===== config.mk =====
export PLATFORM = sky130hd
export DESIGN_NAME = shift_deserializer
export DESIGN_NICKNAME = d
export VERILOG_FILES = /design/src/rtl/shift_deserializer.sv
export SDC_FILE = /design/constraint.sdc
export NUM_CORES = 1
export LEC_CHECK = 0
export BUFFER_PORTS_ARGS = -buffer_cell sky130_fd_sc_hd__clkbuf_2
export CORE_MARGIN = 2
export CORE_UTILIZATION = 56
export DETAILED_ROUTE_END_ITERATION = 10
export GPL_TIMING_DRIVEN = 0
export PLACE_DENSITY_LB_ADDON = 0.25
export SLEW_MARGIN = 10
export SYNTH_ARGS = -nofsm -noshare
export SYNTH_HDL_FRONTEND = slang
export SYNTH_SLANG_ARGS = --single-unit
export TNS_END_PERCENT = 20

===== constraint.sdc =====
create_clock -name clk -period 5.05 [get_ports clk]
set_input_delay 0.7575 -clock clk [delete_from_list [all_inputs] [get_ports clk]]
set_output_delay 0.7575 -clock clk [all_outputs]
set_load 0.1 [all_outputs]

===== src/rtl/shift_deserializer.sv =====
// Serial-to-parallel word assembler with per-word direction, a one-deep output register and a
// sticky overrun flag for words completed while the previous one is still unconsumed.
module shift_deserializer #(
  parameter int unsigned WIDTH = 5
) (
  input  logic             clk,
  input  logic             rst_n,
  input  logic             bit_in,
  input  logic             bit_valid,
  input  logic             right,
  input  logic             left,
  input  logic             flush,
  input  logic             out_ready,
  output logic [WIDTH-1:0] out_value,
  output logic             out_valid,
  output logic             overrun,
  output logic             busy
);

  localparam int unsigned CntW = $clog2(WIDTH + 1);

  typedef enum logic [0:0] {StIdle, StShift} state_e;

  state_e            state_q, state_d;
  logic [WIDTH-1:0]  sr_q, sr_d;
  logic [CntW-1:0]   cnt_q, cnt_d;
  logic              lsb_first_q, lsb_first_d;
  logic [WIDTH-1:0]  out_value_q, out_value_d;
  logic              out_valid_q, out_valid_d;
  logic              overrun_q, overrun_d;

  logic              accept;
  logic              dir_lsb;
  logic [WIDTH-1:0]  shifted;
  logic [CntW-1:0]   cnt_inc;
  logic              complete;

  always_comb begin
    state_d     = state_q;
    sr_d        = sr_q;
    cnt_d       = cnt_q;
    lsb_first_d = lsb_first_q;
    out_value_d = out_value_q;
    out_valid_d = out_valid_q;
    overrun_d   = overrun_q;
    complete    = 1'b0;

    // Direction is only sampled on the first bit of a word; right wins a tie.
    accept  = bit_valid && ((state_q == StShift) || right || left);
    dir_lsb = (state_q == StIdle) ? right : lsb_first_q;
    shifted = dir_lsb ? {bit_in, sr_q[WIDTH-1:1]} : {sr_q[WIDTH-2:0], bit_in};
    cnt_inc = cnt_q + 1'b1;

    if (flush) begin
      sr_d      = '0;
      cnt_d     = '0;
      overrun_d = 1'b0;
      state_d   = StIdle;
    end else if (accept) begin
      sr_d        = shifted;
      lsb_first_d = dir_lsb;
      if (cnt_inc == CntW'(WIDTH)) begin
        complete = 1'b1;
        cnt_d    = '0;
        state_d  = StIdle;
      end else begin
        cnt_d   = cnt_inc;
        state_d = StShift;
      end
    end

    if (complete) begin
      if (!out_valid_q || out_ready) begin
        out_value_d = shifted;
        out_valid_d = 1'b1;
      end else begin
        overrun_d = 1'b1;
      end
    end else if (out_valid_q && out_ready) begin
      out_valid_d = 1'b0;
    end
  end

  always_ff @(posedge clk or negedge rst_n) begin
    if (!rst_n) begin
      state_q     <= StIdle;
      sr_q        <= '0;
      cnt_q       <= '0;
      lsb_first_q <= 1'b0;
      out_value_q <= '0;
      out_valid_q <= 1'b0;
      overrun_q   <= 1'b0;
    end else begin
      state_q     <= state_d;
      sr_q        <= sr_d;
      cnt_q       <= cnt_d;
      lsb_first_q <= lsb_first_d;
      out_value_q <= out_value_d;
      out_valid_q <= out_valid_d;
      overrun_q   <= overrun_d;
    end
  end

  assign out_value = out_value_q;
  assign out_valid = out_valid_q;
  assign overrun   = overrun_q;
  assign busy      = (state_q == StShift);

endmodule


# After elaboration in Yosys (flattened, before gate mapping)
# Cells that the tools add are included.
[word_totals]
reg_bits = 17
output_inout_bits = 8
[op_classes]
addsub = 1
n_eq_ne = 2
mux = 19
bitwise = 1
reduce_logical = 11
[op_table]
columns = ["operator", "n"]
rows = [
  ["$mux W5", 3],
  ["$mux W1", 13],
  ["$mux W3", 3],
  ["$reduce_and A2 Y1", 3],
  ["$reduce_bool A2 Y1", 2],
  ["$add A3 B1 Y3 const B", 1],
  ["$eq A3 B3 Y1 const B", 1],
  ["$logic_or A1 B1 Y1", 3],
  ["$logic_and A1 B1 Y1", 2],
  ["$ne A2 B1 Y1 const B", 1],
  ["$logic_not A1 Y1", 1],
  ["$not A1 Y1", 1],
]

# Logic depth before layout (Yosys ltp)
[logic_depth]
depth_word = 7
ltp_mapped = 5

# Worst setup path before layout
# No wires, ideal clock.
[synth_timing]
path_type = "flip-flop to flip-flop"
start = "register state_q (netlist: busy)"
end = "register out_value_q[1] (netlist: out_value[1])"
setup_ns = 0.126
t_arrival_ns = 2.194
path_slack_ns = 2.730
path_stages_with_launch = 4
path_buffers = 0
path_cell_list = "dfrtp_1 -> mux2i_1 -> mux2_2 -> mux2_4"
[synth_between]
elab_chain_cells = 6
word_cells_on_any_way = 8
classes_between = "mux (4); reduce/logical (4)"
[synth_rtl]
columns = ["item", "line", "rtl"]
rows = [
  ["start: declaration", "24", "state_e state_q, state_d;"],
  ["start signal: assignment", "86", "state_q <= StIdle;"],
  ["start signal: assignment", "94", "state_q <= state_d;"],
  ["$logic_or A1 B1 Y1 (2 in series)", "49", "accept = bit_valid && ((state_q == StShift) || right || left);"],
  ["$logic_and A1 B1 Y1", "49", ""],
  ["$mux W1", "59", "end else if (accept) begin"],
  ["$mux W1", "54", "if (flush) begin"],
  ["$reduce_and A2 Y1 (no line)", "n/a", ""],
  ["end signal: assignment", "98", "out_value_q <= out_value_d;"],
  ["end: declaration", "28", "logic [WIDTH-1:0] out_value_q, out_value_d;"],
]
# Several ways; a longest one is shown, not always the timed one.
# A chain may end at the register's enable or synchronous reset.

# Worst setup path in the final report
[layout_timing]
start = "register state_q (netlist: busy)"
end = "output busy"
[layout_lines]
columns = ["item", "line", "rtl"]
rows = [
  ["end: declaration", "17", "output logic busy"],
]
# No word-level cell between the ends.

==> impl_metrics.yaml <==
setup_path:
  worst-r2r-cell-count: 3
  data_required_time_at_the_worst_endpoint_ns: 4.29
  critical-path-slowest-cell: "clkbuf_2"
  arrival_ns: 1.22
  crit_start: "busy$_DFFE_PN0P_"
  worst-path-stages: 1
  crit_chain: "clkbuf_2"
  cpPeakStageDelay_ns: 0.49
  kind_of_capture_point_of_the_worst_setup_path: "output pin"
  setup.worst_path.end: "busy"
  r2r-start: "busy$_DFFE_PN0P_"
  critPathLaunchType: "flop"
  worst_r2r_endpoint: "out_value[1]$_DFFE_PN0P_"
  worstSetupPathType: "reg -> out"
  highest_net_fanout_along_the_worst_path: 5
  critical_path.top_delay_family: "buffers and inverters"
  worstPathBufferInverterCount: 1
  r2r_slack_ns: 3.20
route:
  post_drt_wl_per_cell_um: 14.2
  wl_met3_um: 76
  via_count: 620
  met2RoutedLength_um: 696
  number_of_drc_violations_after_detailed_routing_iteration_0: 4
  dr.max_layer_used: "met4"
  postRouteAntennaNets: 0
  wirelength_mm: 1.51
  drt_pass1_iterations: 4
  met1_wire_length_um: 709
  detail_route.drc_violations: 0
  avgViaCountPerCell: 5.85
clock_network:
  cts_tree: "yes"
  clkSlewWorstSetupHoldPaths_ns: 0.09
  clk-insertion-delay-late_ns: 0.28
  cts_inserted_buffers: 3
  cts_repair_resize_count: 0
  cts.htree.levels: 1
  cts_hold_repair.buffers: 0
  cts_sinks: 17
  cts.repair_timing.setup_buffer_count: 0
  max_root_sink_buffers: 2
  clock_tree.root_cell: "clkbuf_4"
timing:
  worst_pin_slew_ns: 0.723
  final_max_slew_viol_count: 0
  worst_hold_slack_ns: 0.393
  layout_min_cycle_time_ns: 1.98
  finalClockSkew_ns: 0.00194
  maxClockFrequency_ghz: 0.505
  final.setup.tns_ns: 0
  finalHoldViolCount: 0
  timing.max_slew.rel_slack_pct: 51.5
  grt_setup_unrepaired: "false"
  finalWorstSetupSlack_ns: 3.07
  min_period_over_period_pct: 39.2
  setup_violations: 0
power:
  power_switching_share_pct: 35.6
  pwr-share-comb_pct: 27.5
  sequential_power_share_pct: 50.0
  leakage_uw: 0.000469
  power_per_cell_area_mw_per_mm2: 325
  cell_internal_pwr_uw: 199
  netSwitchingPower_uw: 110
  worst_ir_drop_vdd_v: 0.000231
  p_clk_share_pct: 22.5
cells_and_area:
  final_cell_mix: "dfrtp_1, clkbuf_2"
  final_common_cell: "dfrtp_1"
  layout-drive-gt1-share_pct: 29.7
  nNetsFinal: 102
  diodes: 0
  final_cell_area_um2: 948
  finalCoreUtilization_pct: 71.1
  layout-area-overhead-vs-synth_pct: 14.5
logic_synthesis:
  yosysWarningCount: 0
  synth.net_count: 82
  post_synth_inst_count: 72
  avgSynthCellArea_um2: 11.5
  ys_ff_latch: 17
  synth.yosys.seq_area_share_pct: 51.4
  synth.distinct_cells: 24
  netlist_area_um2: 828
min_path:
  hold_class: "in -> async"
floorplan:
  core.rowCount: 13
  ios: 16
  fp.dieW_um: 42.5
  die_h_um: 42.5
  design.die.area_mm2: 0.00180
  core_area_mm2: 0.00133
  floorplan.initialDensity_pct: 62.1
placement:
  post-dp-hpwl_mm: 1.15
  gp_congestion: 0.755
  post-place-ws_ns: 2.86
  placement.io_buffers: 15
  postPlaceCellArea_um2: 922
global_routing:
  grt_overflow: 0
  grt_max_degree: 18
  globalRouteTotalUtil_pct: 20.0
  grt_first_pass_wirelength_mm: 2.71
  grt_antenna_before_repair: 0
  grt_pass1_vias: 624
outcome:
  status: "finished clean"
flow_run:
  number_of_max_capacitance_violations_reported: 0
[metrics by stage]
stage	total power, uW	instances
4_1_cts	312	106
6_report	309	106
3_3_place_gp	239	102
2_1_floorplan	222	72
3_5_place_dp	242	102
5_1_grt	324	106
[cells by family (layout without fill, tap and decap cells)]
kind of cell	after synthesis	count (layout)	share of synthesized area, %
muxes	11	11	14.8
AOI/OAI and AO/OA	22	22	17.4
adders and majority gates	2	2	3.02
DFF	17	17	51.4
buffers and inverters	8	27	3.63
xor gates and xnor gates	1	1	1.06
and+or+nand+nor	11	11	8.76
[flip-flops by register name, summed over array words and instances (netlist names)]
name / count
lsb_first_q: 1
sr_q: 5
busy: 1
cnt_q: 3
overrun: 1
out_value: 5
out_valid: 1
[cells in the mapped netlist]
master / instances / area share, %
a21oi_1: 7 / 4.2
a31oi_1: 1 / 0.76
clkbuf_1: 1 / 0.45
dfrtp_1: 17 / 51
ha_1: 2 / 3.0
inv_1: 7 / 3.2
mux2_2: 2 / 2.7
mux2_4: 2 / 3.6
mux2i_1: 7 / 8.5
nand2_1: 3 / 1.4
nand2b_1: 2 / 1.5
nand3_1: 1 / 0.60
nor2_1: 2 / 0.91
nor4_1: 1 / 0.76
nor4b_4: 1 / 2.9
o211a_1: 1 / 1.2
o211ai_1: 1 / 0.91
o21a_1: 1 / 0.91
o21ai_0: 7 / 4.2
o21ba_2: 2 / 2.4
o31a_2: 1 / 1.2
o31ai_2: 1 / 1.5
or3_1: 1 / 0.76
xnor2_1: 1 / 1.1
[worst min-delay path by stage]
stage / start / endpoint / slack, ns / cells after the start
final: rst_n / overrun$_DFF_PN0_ / 0.39 / 1
after global routing: rst_n / overrun$_DFF_PN0_ / 0.42 / 1
after CTS: rst_n / out_value[1]$_DFFE_PN0P_ / 0.39 / 1
after detailed placement: overrun$_DFF_PN0_ / overrun$_DFF_PN0_ / 0.50 / 1
after global placement: overrun$_DFF_PN0_ / overrun$_DFF_PN0_ / 0.47 / 1
after floorplan: rst_n / busy$_DFFE_PN0P_ / 0.46 / 0
[power by group through the flow]
stage | Clock, uW | Combinational, uW | Sequential (uW)
after floorplan | 0 | 30.0 | 193
after global placement | 0 | 83.2 | 156
after detailed placement | 0 | 85.0 | 157
after CTS | 72.4 | 85.3 | 154
after global routing | 76.6 | 91.5 | 156
final | 69.3 | 84.9 | 154
[worst register-to-register path: cells and delay by family (launching register included)]
kind          cells  cell delay [ns]
flip-flops        1             0.45
multiplexers      3             1.30
[layout make-up]
class / count / area (um2)
multi-input cells: 47 / 373
well taps: 15 / 18.8
plain buffers: 1 / 3.75
clock buffers: 4 / 26.3
inverters: 7 / 26.3
flip-flops and latches: 17 / 425
fillers: 104 / 385
repair buffers: 15 / 75.1
[layer usage]
metal / global-route usage (%) / vias to the layer above
met5: 0 / -
met2: 32.3 / 19
met3: 4.31 / 4
li1: - / 297
met4: 7.50 / 0
met1: 26.3 / 300
Power figures use the tool's default switching activity.
